==> config.mk <==
export PLATFORM = sky130hd
export DESIGN_NAME = axi_wr_burst_gen
export DESIGN_NICKNAME = d
export VERILOG_FILES = /design/src/rtl/axi_apb_pkg.sv /design/src/rtl/sync_fifo.sv /design/src/rtl/axi_wr_burst_gen.sv
export SDC_FILE = /design/constraint.sdc
export NUM_CORES = 1
export LEC_CHECK = 0
export ABC_AREA = 0
export BUFFER_PORTS_ARGS = -buffer_cell sky130_fd_sc_hd__buf_2
export CORE_MARGIN = 2
export CORE_UTILIZATION = 40
export CTS_CLUSTER_DIAMETER = 40
export DETAILED_ROUTE_END_ITERATION = 10
export PLACE_DENSITY = 0.58
export SYNTH_ARGS = -nofsm -noshare
export SYNTH_HDL_FRONTEND = slang
export SYNTH_SLANG_ARGS = --single-unit
==> constraint.sdc <==
create_clock -name ACLK_i -period 5.02 [get_ports ACLK_i]
set_input_delay 0.753 -clock ACLK_i [delete_from_list [all_inputs] [get_ports ACLK_i]]
set_output_delay 0.753 -clock ACLK_i [all_outputs]
set_load 0.005 [all_outputs]
==> src/rtl/axi_apb_pkg.sv <==
// Shared constants for the AXI-to-APB bridge: burst/response encodings,
// FSM state type and the field layout of the per-beat command payload.
package axi_apb_pkg;

    localparam logic [1:0] BURST_FIXED = 2'b00;
    localparam logic [1:0] BURST_INCR  = 2'b01;
    localparam logic [1:0] BURST_WRAP  = 2'b10;
    localparam logic [1:0] BURST_RSVD  = 2'b11;

    localparam logic [1:0] RESP_OKAY   = 2'b00;
    localparam logic [1:0] RESP_SLVERR = 2'b10;

    typedef enum logic {
        ST_IDLE,
        ST_BURST
    } state_t;

    // Payload is {id, addr, strb, data, last}, last at bit 0.
    localparam int unsigned PL_LAST_LSB = 0;
    localparam int unsigned PL_DATA_LSB = 1;

    function automatic int unsigned pl_strb_lsb(input int unsigned data_w);
        return PL_DATA_LSB + data_w;
    endfunction

    function automatic int unsigned pl_addr_lsb(input int unsigned data_w);
        return pl_strb_lsb(data_w) + data_w / 8;
    endfunction

    function automatic int unsigned pl_id_lsb(input int unsigned addr_w, input int unsigned data_w);
        return pl_addr_lsb(data_w) + addr_w;
    endfunction

    function automatic int unsigned pl_width(input int unsigned id_w, input int unsigned addr_w,
                                             input int unsigned data_w);
        return pl_id_lsb(addr_w, data_w) + id_w;
    endfunction

endpackage

==> src/rtl/sync_fifo.sv <==
// Single-clock FIFO with registered storage; head entry is visible on rd_data.
// Push while full is accepted only together with a pop.
module sync_fifo #(
    parameter int unsigned DEPTH = 4,
    parameter int unsigned WIDTH = 8
) (
    input  logic                     clk,
    input  logic                     rst_n,
    input  logic                     push,
    input  logic [WIDTH-1:0]         wr_data,
    input  logic                     pop,
    output logic [WIDTH-1:0]         rd_data,
    output logic                     full,
    output logic                     empty,
    output logic [$clog2(DEPTH):0]   count
);

    localparam int unsigned PTR_W = $clog2(DEPTH);
    localparam int unsigned CNT_W = PTR_W + 1;

    logic [WIDTH-1:0] mem [DEPTH];
    logic [PTR_W-1:0] wr_ptr;
    logic [PTR_W-1:0] rd_ptr;
    logic             do_push;
    logic             do_pop;

    assign full    = (count == CNT_W'(DEPTH));
    assign empty   = (count == '0);
    assign do_pop  = pop & ~empty;
    assign do_push = push & (~full | do_pop);
    assign rd_data = mem[rd_ptr];

    // Storage is cleared on reset so the head reads as zero while empty.
    always_ff @(posedge clk or negedge rst_n) begin
        if (!rst_n) begin
            wr_ptr <= '0;
            rd_ptr <= '0;
            count  <= '0;
            for (int i = 0; i < int'(DEPTH); i++) begin
                mem[i] <= '0;
            end
        end else begin
            if (do_push) begin
                mem[wr_ptr] <= wr_data;
                wr_ptr      <= wr_ptr + PTR_W'(1);
            end
            if (do_pop) begin
                rd_ptr <= rd_ptr + PTR_W'(1);
            end
            if (do_push && !do_pop) begin
                count <= count + CNT_W'(1);
            end else if (do_pop && !do_push) begin
                count <= count - CNT_W'(1);
            end
        end
    end

endmodule

==> src/rtl/axi_wr_burst_gen.sv <==
// AXI4 write front-end: buffers AW commands, expands bursts into per-beat
// {id, addr, strb, data, last} commands and returns in-order B responses.
module axi_wr_burst_gen
    import axi_apb_pkg::*;
#(
    parameter int unsigned ID_W     = 4,
    parameter int unsigned ADDR_W   = 12,
    parameter int unsigned DATA_W   = 32,
    parameter int unsigned AW_DEPTH = 4,
    parameter int unsigned B_DEPTH  = 4
) (
    input  logic                                      ACLK_i,
    input  logic                                      ARESETn_i,
    input  logic [ID_W-1:0]                           AWID_i,
    input  logic [ADDR_W-1:0]                         AWADDR_i,
    input  logic [7:0]                                AWLEN_i,
    input  logic [2:0]                                AWSIZE_i,
    input  logic [1:0]                                AWBURST_i,
    input  logic                                      AWVALID_i,
    output logic                                      AWREADY_o,
    input  logic [DATA_W-1:0]                         WDATA_i,
    input  logic [DATA_W/8-1:0]                       WSTRB_i,
    input  logic                                      WLAST_i,
    input  logic                                      WVALID_i,
    output logic                                      WREADY_o,
    output logic [ID_W-1:0]                           BID_o,
    output logic [1:0]                                BRESP_o,
    output logic                                      BVALID_o,
    input  logic                                      BREADY_i,
    output logic                                      cmd_vld_o,
    input  logic                                      cmd_rdy_i,
    output logic [pl_width(ID_W, ADDR_W, DATA_W)-1:0] cmd_payload_o
);

    localparam int unsigned STRB_W   = DATA_W / 8;
    localparam int unsigned SIZE_MAX = $clog2(STRB_W);
    localparam int unsigned AW_W     = ID_W + ADDR_W + 8 + 3 + 2;
    localparam int unsigned B_W      = ID_W + 2;

    logic                         rdy_en;
    logic                         aw_push, aw_pop, aw_full, aw_empty;
    logic [AW_W-1:0]              aw_head;
    logic [$clog2(AW_DEPTH):0]    aw_count;
    logic                         b_push, b_pop, b_full, b_empty;
    logic [B_W-1:0]               b_head;
    logic [$clog2(B_DEPTH):0]     b_count;

    logic [ID_W-1:0]   h_id;
    logic [ADDR_W-1:0] h_addr;
    logic [7:0]        h_len;
    logic [2:0]        h_size;
    logic [1:0]        h_burst;
    logic              h_err;

    state_t            state;
    logic [ID_W-1:0]   c_id;
    logic [ADDR_W-1:0] c_start;
    logic [7:0]        c_len;
    logic [2:0]        c_size;
    logic [1:0]        c_burst;
    logic              c_err;
    logic [7:0]        beat_n;

    logic              in_burst, beat_is_end, stall, w_hs;
    logic [1:0]        resp;
    logic [ADDR_W-1:0] bytes, step, aligned, wrap_mask, wrap_lo, beat_addr;

    // AWREADY is held low for the first cycle out of reset.
    always_ff @(posedge ACLK_i or negedge ARESETn_i) begin
        if (!ARESETn_i) rdy_en <= 1'b0;
        else            rdy_en <= 1'b1;
    end

    assign AWREADY_o = rdy_en & ~aw_full;
    assign aw_push   = AWVALID_i & AWREADY_o;
    assign aw_pop    = (state == ST_IDLE) & ~aw_empty;

    sync_fifo #(.DEPTH(AW_DEPTH), .WIDTH(AW_W)) u_aw_fifo (
        .clk     (ACLK_i),
        .rst_n   (ARESETn_i),
        .push    (aw_push),
        .wr_data ({AWID_i, AWADDR_i, AWLEN_i, AWSIZE_i, AWBURST_i}),
        .pop     (aw_pop),
        .rd_data (aw_head),
        .full    (aw_full),
        .empty   (aw_empty),
        .count   (aw_count)
    );

    assign {h_id, h_addr, h_len, h_size, h_burst} = aw_head;

    always_comb begin
        h_err = 1'b0;
        if (h_size > 3'(SIZE_MAX)) h_err = 1'b1;
        if (h_burst == BURST_RSVD) h_err = 1'b1;
        if (h_burst == BURST_WRAP &&
            !(h_len == 8'd1 || h_len == 8'd3 || h_len == 8'd7 || h_len == 8'd15)) h_err = 1'b1;
    end

    // Beat forwarding; an end beat is held off while no B slot is free so
    // that the downstream never sees a beat the W channel has not accepted.
    assign in_burst    = (state == ST_BURST);
    assign beat_is_end = (beat_n == c_len) | WLAST_i;
    assign stall       = beat_is_end & b_full;
    assign WREADY_o    = in_burst & cmd_rdy_i & ~stall;
    assign cmd_vld_o   = in_burst & WVALID_i & ~stall;
    assign w_hs        = WVALID_i & WREADY_o;
    assign b_push      = w_hs & beat_is_end;
    assign resp        = (c_err | (WLAST_i & (beat_n != c_len)) | (~WLAST_i & (beat_n == c_len)))
                         ? RESP_SLVERR : RESP_OKAY;

    always_comb begin
        bytes     = ADDR_W'(1) << c_size;
        step      = ADDR_W'(beat_n) << c_size;
        aligned   = c_start & ~(bytes - ADDR_W'(1));
        wrap_mask = ((ADDR_W'(c_len) + ADDR_W'(1)) << c_size) - ADDR_W'(1);
        wrap_lo   = c_start & ~wrap_mask;
        beat_addr = c_start;
        case (c_burst)
            BURST_FIXED: beat_addr = c_start;
            BURST_WRAP:  beat_addr = wrap_lo + ((c_start - wrap_lo + step) & wrap_mask);
            default:     beat_addr = (beat_n == 8'd0) ? c_start : aligned + step;
        endcase
    end

    assign cmd_payload_o = {c_id, beat_addr, (c_err ? STRB_W'(0) : WSTRB_i), WDATA_i, beat_is_end};

    always_ff @(posedge ACLK_i or negedge ARESETn_i) begin
        if (!ARESETn_i) begin
            state   <= ST_IDLE;
            c_id    <= '0;
            c_start <= '0;
            c_len   <= '0;
            c_size  <= '0;
            c_burst <= '0;
            c_err   <= 1'b0;
            beat_n  <= '0;
        end else begin
            case (state)
                ST_IDLE: begin
                    if (aw_pop) begin
                        c_id    <= h_id;
                        c_start <= h_addr;
                        c_len   <= h_len;
                        c_size  <= h_size;
                        c_burst <= h_burst;
                        c_err   <= h_err;
                        beat_n  <= '0;
                        state   <= ST_BURST;
                    end
                end
                ST_BURST: begin
                    if (w_hs) begin
                        if (beat_is_end) begin
                            beat_n <= '0;
                            state  <= ST_IDLE;
                        end else begin
                            beat_n <= beat_n + 8'd1;
                        end
                    end
                end
                default: state <= ST_IDLE;
            endcase
        end
    end

    assign b_pop    = BVALID_o & BREADY_i;
    assign BVALID_o = ~b_empty;
    assign {BID_o, BRESP_o} = b_head;

    sync_fifo #(.DEPTH(B_DEPTH), .WIDTH(B_W)) u_b_fifo (
        .clk     (ACLK_i),
        .rst_n   (ARESETn_i),
        .push    (b_push),
        .wr_data ({c_id, resp}),
        .pop     (b_pop),
        .rd_data (b_head),
        .full    (b_full),
        .empty   (b_empty),
        .count   (b_count)
    );

endmodule

; Word level (Yosys, flattened, before mapping)
; Cells that the tools add are included.
[totals]
regBits = 194
input_bits = 72
wordCells = 154
[op_classes]
shift = 3
n_reduce_logical = 23
n_bitwise = 38
n_eq_ne = 13
addsub = 16
n_mux = 31
order_cmp = 7
[op_table]
columns = cell, n
row1 = bitwise mux 116 bit, 1
row2 = two-way mux 29 bit, 3
row3 = binary-select mux 29 bit (select 2 bit), 1
row4 = demux 29 bit (select 2 bit), 1
row5 = adder 12 bit, 3
row6 = AND 12 bit, 3
row7 = bitwise mux 24 bit, 1
row8 = two-way mux 8 bit, 3
row9 = NOT 12 bit, 2
row10 = case mux 12 bit (2 select lines), 1
row11 = "subtractor 12 x 1 -> 12 bit, second input constant", 2
row12 = two-way mux 6 bit, 3
row13 = AND 1 bit, 17
row14 = case mux 8 bit (2 select lines), 1
row15 = binary-select mux 6 bit (select 2 bit), 1
row16 = demux 6 bit (select 2 bit), 1
row17 = ">= comparator 3 bit, second input constant", 4
row18 = two-way mux 12 bit, 1
row19 = two-way mux 3 bit, 4
row20 = NOT 2 -> 3 bit, 4
row21 = "<< shifter 1 x 3 -> 12 bit, first input constant", 1
row22 = << shifter 8 x 3 -> 12 bit, 1
row23 = << shifter 9 x 3 -> 12 bit, 1
row24 = subtractor 12 bit, 1
row25 = 30 further kinds, 70

; Longest topological paths before layout
; Gate-level depths: netlist of run 1.
[depth]
ltp_word = 12
mapped_depth = 29
ltp_nobuf = 28

; Modules after synthesis
; Synthesis of run 1 repeated with hierarchy kept, for this count alone.
[unflattened]
hier_cells = 1130
hier_area_um2 = 12485.7
[by_module_without_submodules]
columns = mod, cells_each, seq_area_each_um2, instances, area_per_inst_um2
row1 = axi_wr_burst_gen, 717, 1001.0, 1, 5565.3
row2 = sync_fifo at u_aw_fifo, 318, 3078.0, 1, 5471.5
row3 = sync_fifo at u_b_fifo, 95, 775.7, 1, 1448.9

; Worst setup path before layout of run 1
; No wires, ideal clock.
[synth_path]
path_type = reg2out
start = reg c_size[0]
end = out cmd_payload_o[48]
required_time_ns = 4.267
t_arrival_ns = 4.750
path_stages_with_launch = 28
path_slack_ns = -0.483
path_cell_list = dfrtp_1 > buf_6 > buf_2 > buf_2 > nor2_1 > inv_1 > nor2_1 > inv_1 > ha_1 > inv_1 > xnor2_1 > nand2_1 > ha_1 > ha_1 > o21ai_0 > nor2_1 > o21a_1 > o21a_1 > o311a_1 > o21a_1 > nor2_1 > xor2_1 > nor2_1 > ha_1 > or2_2 > and4b_1 > mux2i_1 > nand3_1
[synth_via]
elab_chain_len = 9
word_cells_on_any_way = 16
classes_between = 6 x add/sub / 3 x shift / 2 x mux / 5 x bitwise
[synth_lines]
columns = item, line_no
row1 = "start, declared", axi_wr_burst_gen.sv:59  ; logic [2:0] c_size;
row2 = "start signal, assigned", axi_wr_burst_gen.sv:145  ; c_size <= h_size;
row3 = << shifter 9 x 3 -> 12 bit, axi_wr_burst_gen.sv:116  ; wrap_mask = ((ADDR_W'(c_len) + ADDR_W'(1)) << c_size) - ADDR_W'(1);
row4 = subtractor 12 x 1 -> 12 bit, axi_wr_burst_gen.sv:116
row5 = NOT 12 bit, axi_wr_burst_gen.sv:117  ; wrap_lo = c_start & ~wrap_mask;
row6 = AND 12 bit, axi_wr_burst_gen.sv:117
row7 = subtractor 12 bit, axi_wr_burst_gen.sv:121  ; BURST_WRAP: beat_addr = wrap_lo + ((c_start - wrap_lo + step) & wrap_mask);
row8 = adder 12 bit, axi_wr_burst_gen.sv:121
row9 = AND 12 bit, axi_wr_burst_gen.sv:121
row10 = adder 12 bit, axi_wr_burst_gen.sv:121
row11 = case mux 12 bit (2 select lines) *, axi_wr_burst_gen.sv:119  ; case (c_burst)
row12 = "end, declared", axi_wr_burst_gen.sv:32  ; output logic [pl_width(ID_W, ADDR_W, DATA_W)-1:0] cmd_payload_o
; Mark *: on every way between the ends. The rest lies on a longest branch, timed or not.

; Worst setup path after layout of run 1
[layout_path]
start = reg c_len[0]
end = out cmd_payload_o[48]
[layout_via]
elab_chain_len = 10
[layout_lines]
columns = item, line_no
row1 = "start, declared", axi_wr_burst_gen.sv:58  ; logic [7:0] c_len;
row2 = "start signal, assigned", axi_wr_burst_gen.sv:144  ; c_len <= h_len;
row3 = adder 8 x 1 -> 9 bit *, axi_wr_burst_gen.sv:116
row4 = << shifter 9 x 3 -> 12 bit *, axi_wr_burst_gen.sv:116
row5 = subtractor 12 x 1 -> 12 bit *, axi_wr_burst_gen.sv:116
row6 = NOT 12 bit, axi_wr_burst_gen.sv:117
row7 = AND 12 bit, axi_wr_burst_gen.sv:117
row8 = subtractor 12 bit, axi_wr_burst_gen.sv:121
row9 = adder 12 bit, axi_wr_burst_gen.sv:121
row10 = AND 12 bit, axi_wr_burst_gen.sv:121
row11 = adder 12 bit *, axi_wr_burst_gen.sv:121
row12 = case mux 12 bit (2 select lines) *, axi_wr_burst_gen.sv:119
; Marks and branches as above.

==> metrics.md, run 1 <==
| Metric | Value |
|---|---|
| Worst-margin pin slew | `967 ps` |
| Syn-to-layout area delta | `20.4%` |
| Avg Cell Area, Syn | `11.1 um^2` |
| Initial antenna violation count | `1` |
| Synthesized area | `0.0119 mm^2` |
| CTS tree | `done` |
| Synth cell types | `78` |
| Largest net degree at the start of global routing | `126` |
| Synth top cells by count | `dfrtp_1, mux2_2, nand2_1` |
| Core area | `0.0294 mm^2` |
| Die area | `0.0311 mm^2` |
| Fmax | `169 MHz` |
| Worst-skew pair later-pin latency | `440 ps` |
| DP HPWL | `21,000 um` |
| Worst R2R Start | `c_len[2]` |
| Async set-reset flop share out of synthesis | `100%` |
| Crit Path Class | `register to primary output` |
| Num CTS Buffers | `17` |
| Layout cells sized above 1 | `41.6%` |
| Gr usage total | `18.8%` |
| Fillers | `2,677` |
| Syn. warnings | `0` |
| #FFs+latches synth | `190` |
| Syn Inst Count | `1,065` |
| First-pass GRT wire length | `46,100 um` |
| Reg2reg end | `u_b_fifo.count[2]` |
| CP startpoint kind | `register` |
| Arrival time worst endpoint | `5180 ps` |
| Yosys top cell by area | `dfrtp_1` |
| Post-synth EDFFs | `0` |
| DRC errors left | `0` |
| Area contributors post-synth | `dfrtp_1, mux2_2, mux4_2, ha_1, xnor2_1` |
| Min-delay worst type | `input pin to asynchronous set/reset pin` |
| Clock Skews | `14.8 ps` |
| Synth Flop Type | `dfrtp_1` |
| Maximum buffer depth of the clock tree | `2` |
| I/O pin cnt | `135` |
| Placed Area | `0.0134 mm^2` |
| Fin crit period | `5930 ps` |
| Post-synthesis sequential area ratio | `40.1%` |
| Total number of vias | `8,520` |
| Core Rows | `63` |
| Routed wire length | `28,600 um` |
| Final count of hold timing violations | `0` |
| Worst Path Required | `4270 ps` |
| H-tree depth | `4` |
| Failing checks | `negative setup slack` |
| Top-count cell post-synth | `dfrtp_1` |
| CTS sink cnt | `190` |
| Die height | `176 um` |
| Max_cap viols | `0` |
| Relative slew slack | `35.6%` |
| Diode count | `0` |
| Routability cong. | `0.841` |
| I/O Buffers | `69` |
| Cts hold-fix bufs | `0` |
| Post-route cell area | `0.0143 mm^2` |
| Worst Setup End Kind | `primary output` |
| CP max FO | `12` |
| Vias per inst | `5.33` |
| Grt total ovfl | `0` |
| Fin crit share | `118%` |
| Clk Tree Root Cell | `clkbuf_16` |
| Initial DRC count | `437` |
| Post-route ant nets | `0` |
| Worst Setup Slack, final | `-913 ps` |
| WL per Instance | `17.9 um` |
| Chip width | `176 um` |
| Starting Density | `40.3%` |
| R2R depth | `16` |
| Final Setup Violations | `7` |
| Vias in the first global route | `8,647` |
| 1st-pass router iterations | `5` |
| Worst-path clk slew | `90 ps` |
| Synth top area share | `40.1%` |
| Final nets | `1,323` |
| Fin. max-slew vios | `0` |
| Status | `complete, but fails checks` |
| Flop2flop setup slack | `1730 ps` |
| RSZ-0062 raised after global routing | `yes` |
[layout make-up]
| type | instances | area (um^2) | area share, % |
|---|---|---|---|
| Multi-Input combinational cell | 735 | 6800 | 47.6 |
| Sequential cell | 190 | 4760 | 33.3 |
| Timing Repair Buffer | 203 | 1420 | 9.95 |
| Tap cell | 390 | 488 | 3.42 |
| Clock buffer | 17 | 425 | 2.98 |
| Clock inverter | 15 | 206 | 1.45 |
| Inverter | 48 | 180 | 1.26 |
[cells by family (layout without fill, tap and decap cells)]
family	Yosys count	in the layout	share of synthesized area [%]
other	2	3	0.0633
and+or+nand+nor	250	250	10.9
DFF	190	190	40.1
muxes	218	218	23.8
adders and majority gates	56	56	6.16
buffers and inverters	141	283	5.90
xor gates and xnor gates	53	53	4.09
AOI/OAI and AO/OA	155	155	9.03
[critical path: stages, from the launching register on]
cell      delay [ps]
dfrtp_1          400
buf_6            180
and4_1           220
buf_4            120
a311oi_1          70
or3_1            370
a221o_2          450
and4b_1          220
nand2_1           80
xnor2_1          170
nand2_1          120
ha_1             290
ha_1             360
xnor2_2          160
and2_4           160
ha_4             260
nand3b_1         130
o31ai_2          330
nand3_1          130
or3_1            320
nand3_1           80
buf_2            110
[how the worst max path moves through the flow]
stage                  start                 to  slack, ps  cells after the start
floorplan           c_len[0]  cmd_payload_o[48]       -150                     23
global placement    c_len[0]  cmd_payload_o[48]       -370                     23
detailed placement  c_len[1]  cmd_payload_o[48]       -480                     23
CTS                 c_len[1]  cmd_payload_o[48]       -890                     22
global route        c_len[0]  cmd_payload_o[48]      -1230                     23
finish              c_len[0]  cmd_payload_o[48]       -910                     21
[placed cells by master, fill, tap and decap left out, types with 5 or more instances in the layout]
master     netlist  layout
dfrtp_1        190     188
inv_1           47      44
nand2_1         68      66
clkbuf_16        0      17
buf_4           37     125
ha_4             0      11
buf_6            3       6
nor2_1          51      47
nand3_1         16      16
and3_1          14      14
xor2_1          16      15
or3_1            6       6
o21a_1           8       8
xnor2_1         35      31
nor3_1          15      15
nor2b_1         15      14
mux4_2          34      34
o21ai_0         46      40
nand2b_1        19      16
and2_1          12      11
ha_1            52      40
mux2i_1         16      15
a21o_1           5       5
buf_2            7      68
a21oi_1         27      25
mux2_2         167     167
nand4_1          8       8
inv_12           0       7
[routing by layer]
metal / global-route usage (%) / routed length, um / vias to the layer above
met5: 0 / 0 / -
met2: 31.0 / 13600 / 118
met4: 3.99 / 286 / 0
met1: 26.3 / 13900 / 4309
met3: 2.86 / 790 / 23
li1: - / - / 4070
[metrics by stage]
step | TNS [ps] | hold WS, ps | util, % | setup slack (ps) | cells
after floorplan | -153 | 457 | - | -147 | 1066
after global placement | -1180 | 481 | 45.4 | -370 | 1560
after detailed placement | -1360 | 487 | 45.4 | -477 | 1560
after CTS | -3790 | 499 | 47.9 | -889 | 1593
after global routing | -5910 | 515 | 48.6 | -1230 | 1598
final | -3980 | 459 | 48.6 | -913 | 1598
[what timing repair did]
action / 4_1_cts / 5_1_grt
buffers inserted: 1 / 5
endpoints found under the setup margin: 7 / 8
resized for setup: 19 / 28
pin swaps: 10 / 8
[state kept, by name, summed over array words and instances (netlist names), 2 cells and up]
signal / count
c_len: 8
c_burst: 2
c_size: 3
u_b_fifo.count: 3
u_b_fifo.mem: 20
beat_n: 8
u_aw_fifo.mem: 116
u_aw_fifo.rd_ptr: 2
u_b_fifo.rd_ptr: 2
u_aw_fifo.count: 3
u_aw_fifo.wr_ptr: 2
c_id: 4
c_start: 12
u_b_fifo.wr_ptr: 2
Power of run 1 is not shown: default switching activity piles up to over one toggle a cycle in this logic, so the estimate is an artifact.
==> run 2: changes to the inputs <==
--- a/config.mk
+++ b/config.mk
@@ -11,7 +11,7 @@
 export CORE_UTILIZATION = 40
 export CTS_CLUSTER_DIAMETER = 40
 export DETAILED_ROUTE_END_ITERATION = 10
-export PLACE_DENSITY = 0.58
+export PLACE_DENSITY = 0.67
 export SYNTH_ARGS = -nofsm -noshare
 export SYNTH_HDL_FRONTEND = slang
 export SYNTH_SLANG_ARGS = --single-unit
==> run 2 against run 1 <==
The run still ends with negative setup slack left. Clock skew fell by 2.4 ps. Sequential share of layout area rose by 0.47 points. Die area did not move. Critical path depth rose by 1. Hold slack got worse by 26 ps. Global-route usage fell by 0.15 points. Non-clock buffer count fell by 1. First-iteration DRC count rose by 13%. Via count rose by 0.46%. Design area fell by 1.4%. Critical path type unchanged. Critical endpoint unchanged. Largest cell class unchanged.
==> metrics.md, run 2 (same netlist as run 1, synthesis figures left out) <==
| Metric | Value |
|---|---|
| Status | `complete, but fails checks` |
| Failing checks | `negative setup slack` |
| Fin. max-slew vios | `0 (unchanged)` |
| Clock power frac | `10.1%` |
| Arrival time worst endpoint | `5120 ps (-60 ps)` |
| Layout cells sized above 1 | `41.6% (about the same)` |
| Die area | `0.0311 mm^2 (unchanged)` |
| Grt total ovfl | `0 (unchanged)` |
| Fin crit share | `117% (-1.3 points)` |
| Flop2flop setup slack | `1770 ps (+40 ps)` |
| H-tree depth | `4 (unchanged)` |
| R2R depth | `16 (unchanged)` |
| Gr usage total | `18.7% (-0.15 points)` |
| Fin crit period | `5870 ps (-63.4 ps)` |
| Final Setup Violations | `7 (unchanged)` |
| DRC errors left | `0 (unchanged)` |
| I/O Buffers | `69 (unchanged)` |
| Num CTS Buffers | `17 (unchanged)` |
| Net Sw Frac | `40.0%` |
| Static leakage | `6.29 nW` |
| Worst Setup End Kind | `primary output` |
| Die height | `176 um (unchanged)` |
| Reg2reg end | `u_b_fifo.count[2]` |
| Gate power share | `66.6%` |
| Worst Setup Slack, final | `-850 ps (+63.4 ps)` |
| Crit Path Class | `register to primary output` |
| Core area | `0.0294 mm^2 (unchanged)` |
| Maximum VDD drop | `438 uV` |
| CTS tree | `done` |
| Worst R2R Start | `c_len[2]` |
| Maximum buffer depth of the clock tree | `2 (unchanged)` |
| Initial antenna violation count | `0 (-1)` |
| Worst-skew pair later-pin latency | `430 ps (about the same)` |
| Clk Tree Root Cell | `clkbuf_16` |
| Worst-margin pin slew | `1110 ps (+146 ps)` |
| Pint | `0.00743 W` |
| Vias in the first global route | `8,878 (+2.7%)` |
| Top flop regs | `u_aw_fifo.mem (116), u_b_fifo.mem (20), c_start (12)` |
| Max_cap viols | `0 (unchanged)` |
| Reg power frac | `23.3%` |
| Min-delay worst type | `input pin to asynchronous set/reset pin` |
| Largest net degree at the start of global routing | `113 (-10%)` |
| Post-Place Setup Slack | `-559 ps (-82.2 ps)` |
| Routed wire length | `27,700 um (-3.1%)` |
| Relative slew slack | `25.8% (-9.8 points)` |
| Initial DRC count | `493 (+13%)` |
| Fmax | `170 MHz (+1.1%)` |
| WL per Instance | `17.3 um (-3.0%)` |
| Commonest non-fill, non-tap cells in the layout | `dfrtp_1, mux2_2, buf_4` |
| Chip width | `176 um (unchanged)` |
| Core Rows | `63 (unchanged)` |
| Worst Path Required | `4270 ps (about the same)` |
| CTS sink cnt | `190 (unchanged)` |
| Most common cell after layout, fill and taps aside | `dfrtp_1` |
| I/O pin cnt | `135 (unchanged)` |
| CP max FO | `8 (-4)` |
| Register with the most flip-flops | `u_aw_fifo.mem` |
| Switch Pwr | `0.00495 W` |
| CP startpoint kind | `register` |
| Final Power | `0.0124 W` |
| Max reg flops | `116 (unchanged)` |
| Final nets | `1,322 (-0.076%)` |
| Total number of vias | `8,559 (+0.46%)` |
| Starting Density | `40.3% (unchanged)` |
| Vias per inst | `5.36 (+0.58%)` |
| PwrDens | `879 mW/mm^2` |
| Syn-to-layout area delta | `18.7%` |
| Routability cong. | `0.886 (+5.3%)` |
| Worst-path clk slew | `70 ps (-20 ps)` |
| First-pass GRT wire length | `46,200 um (+0.12%)` |
| Post-route ant nets | `0 (unchanged)` |
| 1st-pass router iterations | `5 (unchanged)` |
| Clock Skews | `12.4 ps (-2.44 ps)` |
| DP HPWL | `20,500 um (-2.4%)` |
| Diode count | `0 (unchanged)` |
| Final count of hold timing violations | `0 (unchanged)` |
| RSZ-0062 raised after global routing | `yes` |
==> run 2: changes by cell type in the layout (fill, tap and decap cells not counted), moves of 3 or more <==
cell     change
buf_4        +6
buf_6        -5
inv_12       -7
nand2_1      -3
nand2_2      +3
==> run 2: through the flow <==
step	cells	utilization (%)	setup TNS, ps	hold slack [ps]	instance area, um^2
after floorplan	1066	-	-153	457	12000
after global placement	1555	45.3	-1230	475	13300
after detailed placement	1555	45.3	-1560	479	13300
after CTS	1594	47.6	-3850	476	14000
after global routing	1596	47.9	-5190	510	14100
final	1596	47.9	-3550	433	14100
==> run 2: worst max path at each step <==
stage              from                end  cells past startpoint
2_1_floorplan  c_len[0]  cmd_payload_o[48]                     23
3_3_place_gp   c_len[2]  cmd_payload_o[48]                     23
3_5_place_dp   c_len[2]  cmd_payload_o[48]                     23
4_1_cts        c_len[0]  cmd_payload_o[48]                     22
5_1_grt        c_len[0]  cmd_payload_o[48]                     22
6_report       c_len[0]  cmd_payload_o[48]                     22
==> run 2: cell type report <==
cell class              count  area [um^2]
flip-flops and latches    190         4760
well taps                 390          488
inverters                  48          180
fillers                  2673        15300
clock buffers              19          443
repair buffers            202         1370
clock inverters            12          103
multi-input cells         735         6740
==> run 2: worst max-delay path, cell delays in order, from the launching register on <==
cell and delay [ps]:
dfrtp_1 420, ha_4 220, xor2_4 170, o21a_1 180, a221o_2 450, a211oi_2 200, nor3b_2 210, xnor2_1 160
nand2_1 140, ha_4 300, ha_4 190, or2_4 240, a21o_1 190, nand2_1 70, xnor2_1 60, and2_1 180
ha_4 280, nand3b_1 130, o31ai_2 260, nand3_1 130, or3_1 330, nand3_1 80, buf_2 110
==> run 2: power by group through the flow <==
| stage | registers (W) | logic [W] | clock network, W |
|---|---|---|---|
| 4_1_cts | 0.00288 | 0.00810 | 0.00129 |
| 3_5_place_dp | 0.00291 | 0.00769 | 0 |
| 6_report | 0.00289 | 0.00824 | 0.00125 |
| 5_1_grt | 0.00299 | 0.00904 | 0.00135 |
| 3_3_place_gp | 0.00287 | 0.00757 | 0 |
| 2_1_floorplan | 0.00259 | 0.00539 | 0 |
==> run 2: routing by layer <==
metal  GRT usage [%]  share of wire (%)
met5               0                  0
met2            31.0                 48
met1            25.3                 46
met3            2.65                3.0
met4            5.79                2.3
==> run 2: what timing repair did <==
item | in CTS | in global routing
setup buffers | 8 | 2
endpoints found under the setup margin | 7 | 8
pin swaps | 18 | 5
gates resized for setup | 20 | 15
hold buffers | 0 | 0
Power figures use the tool's default switching activity.
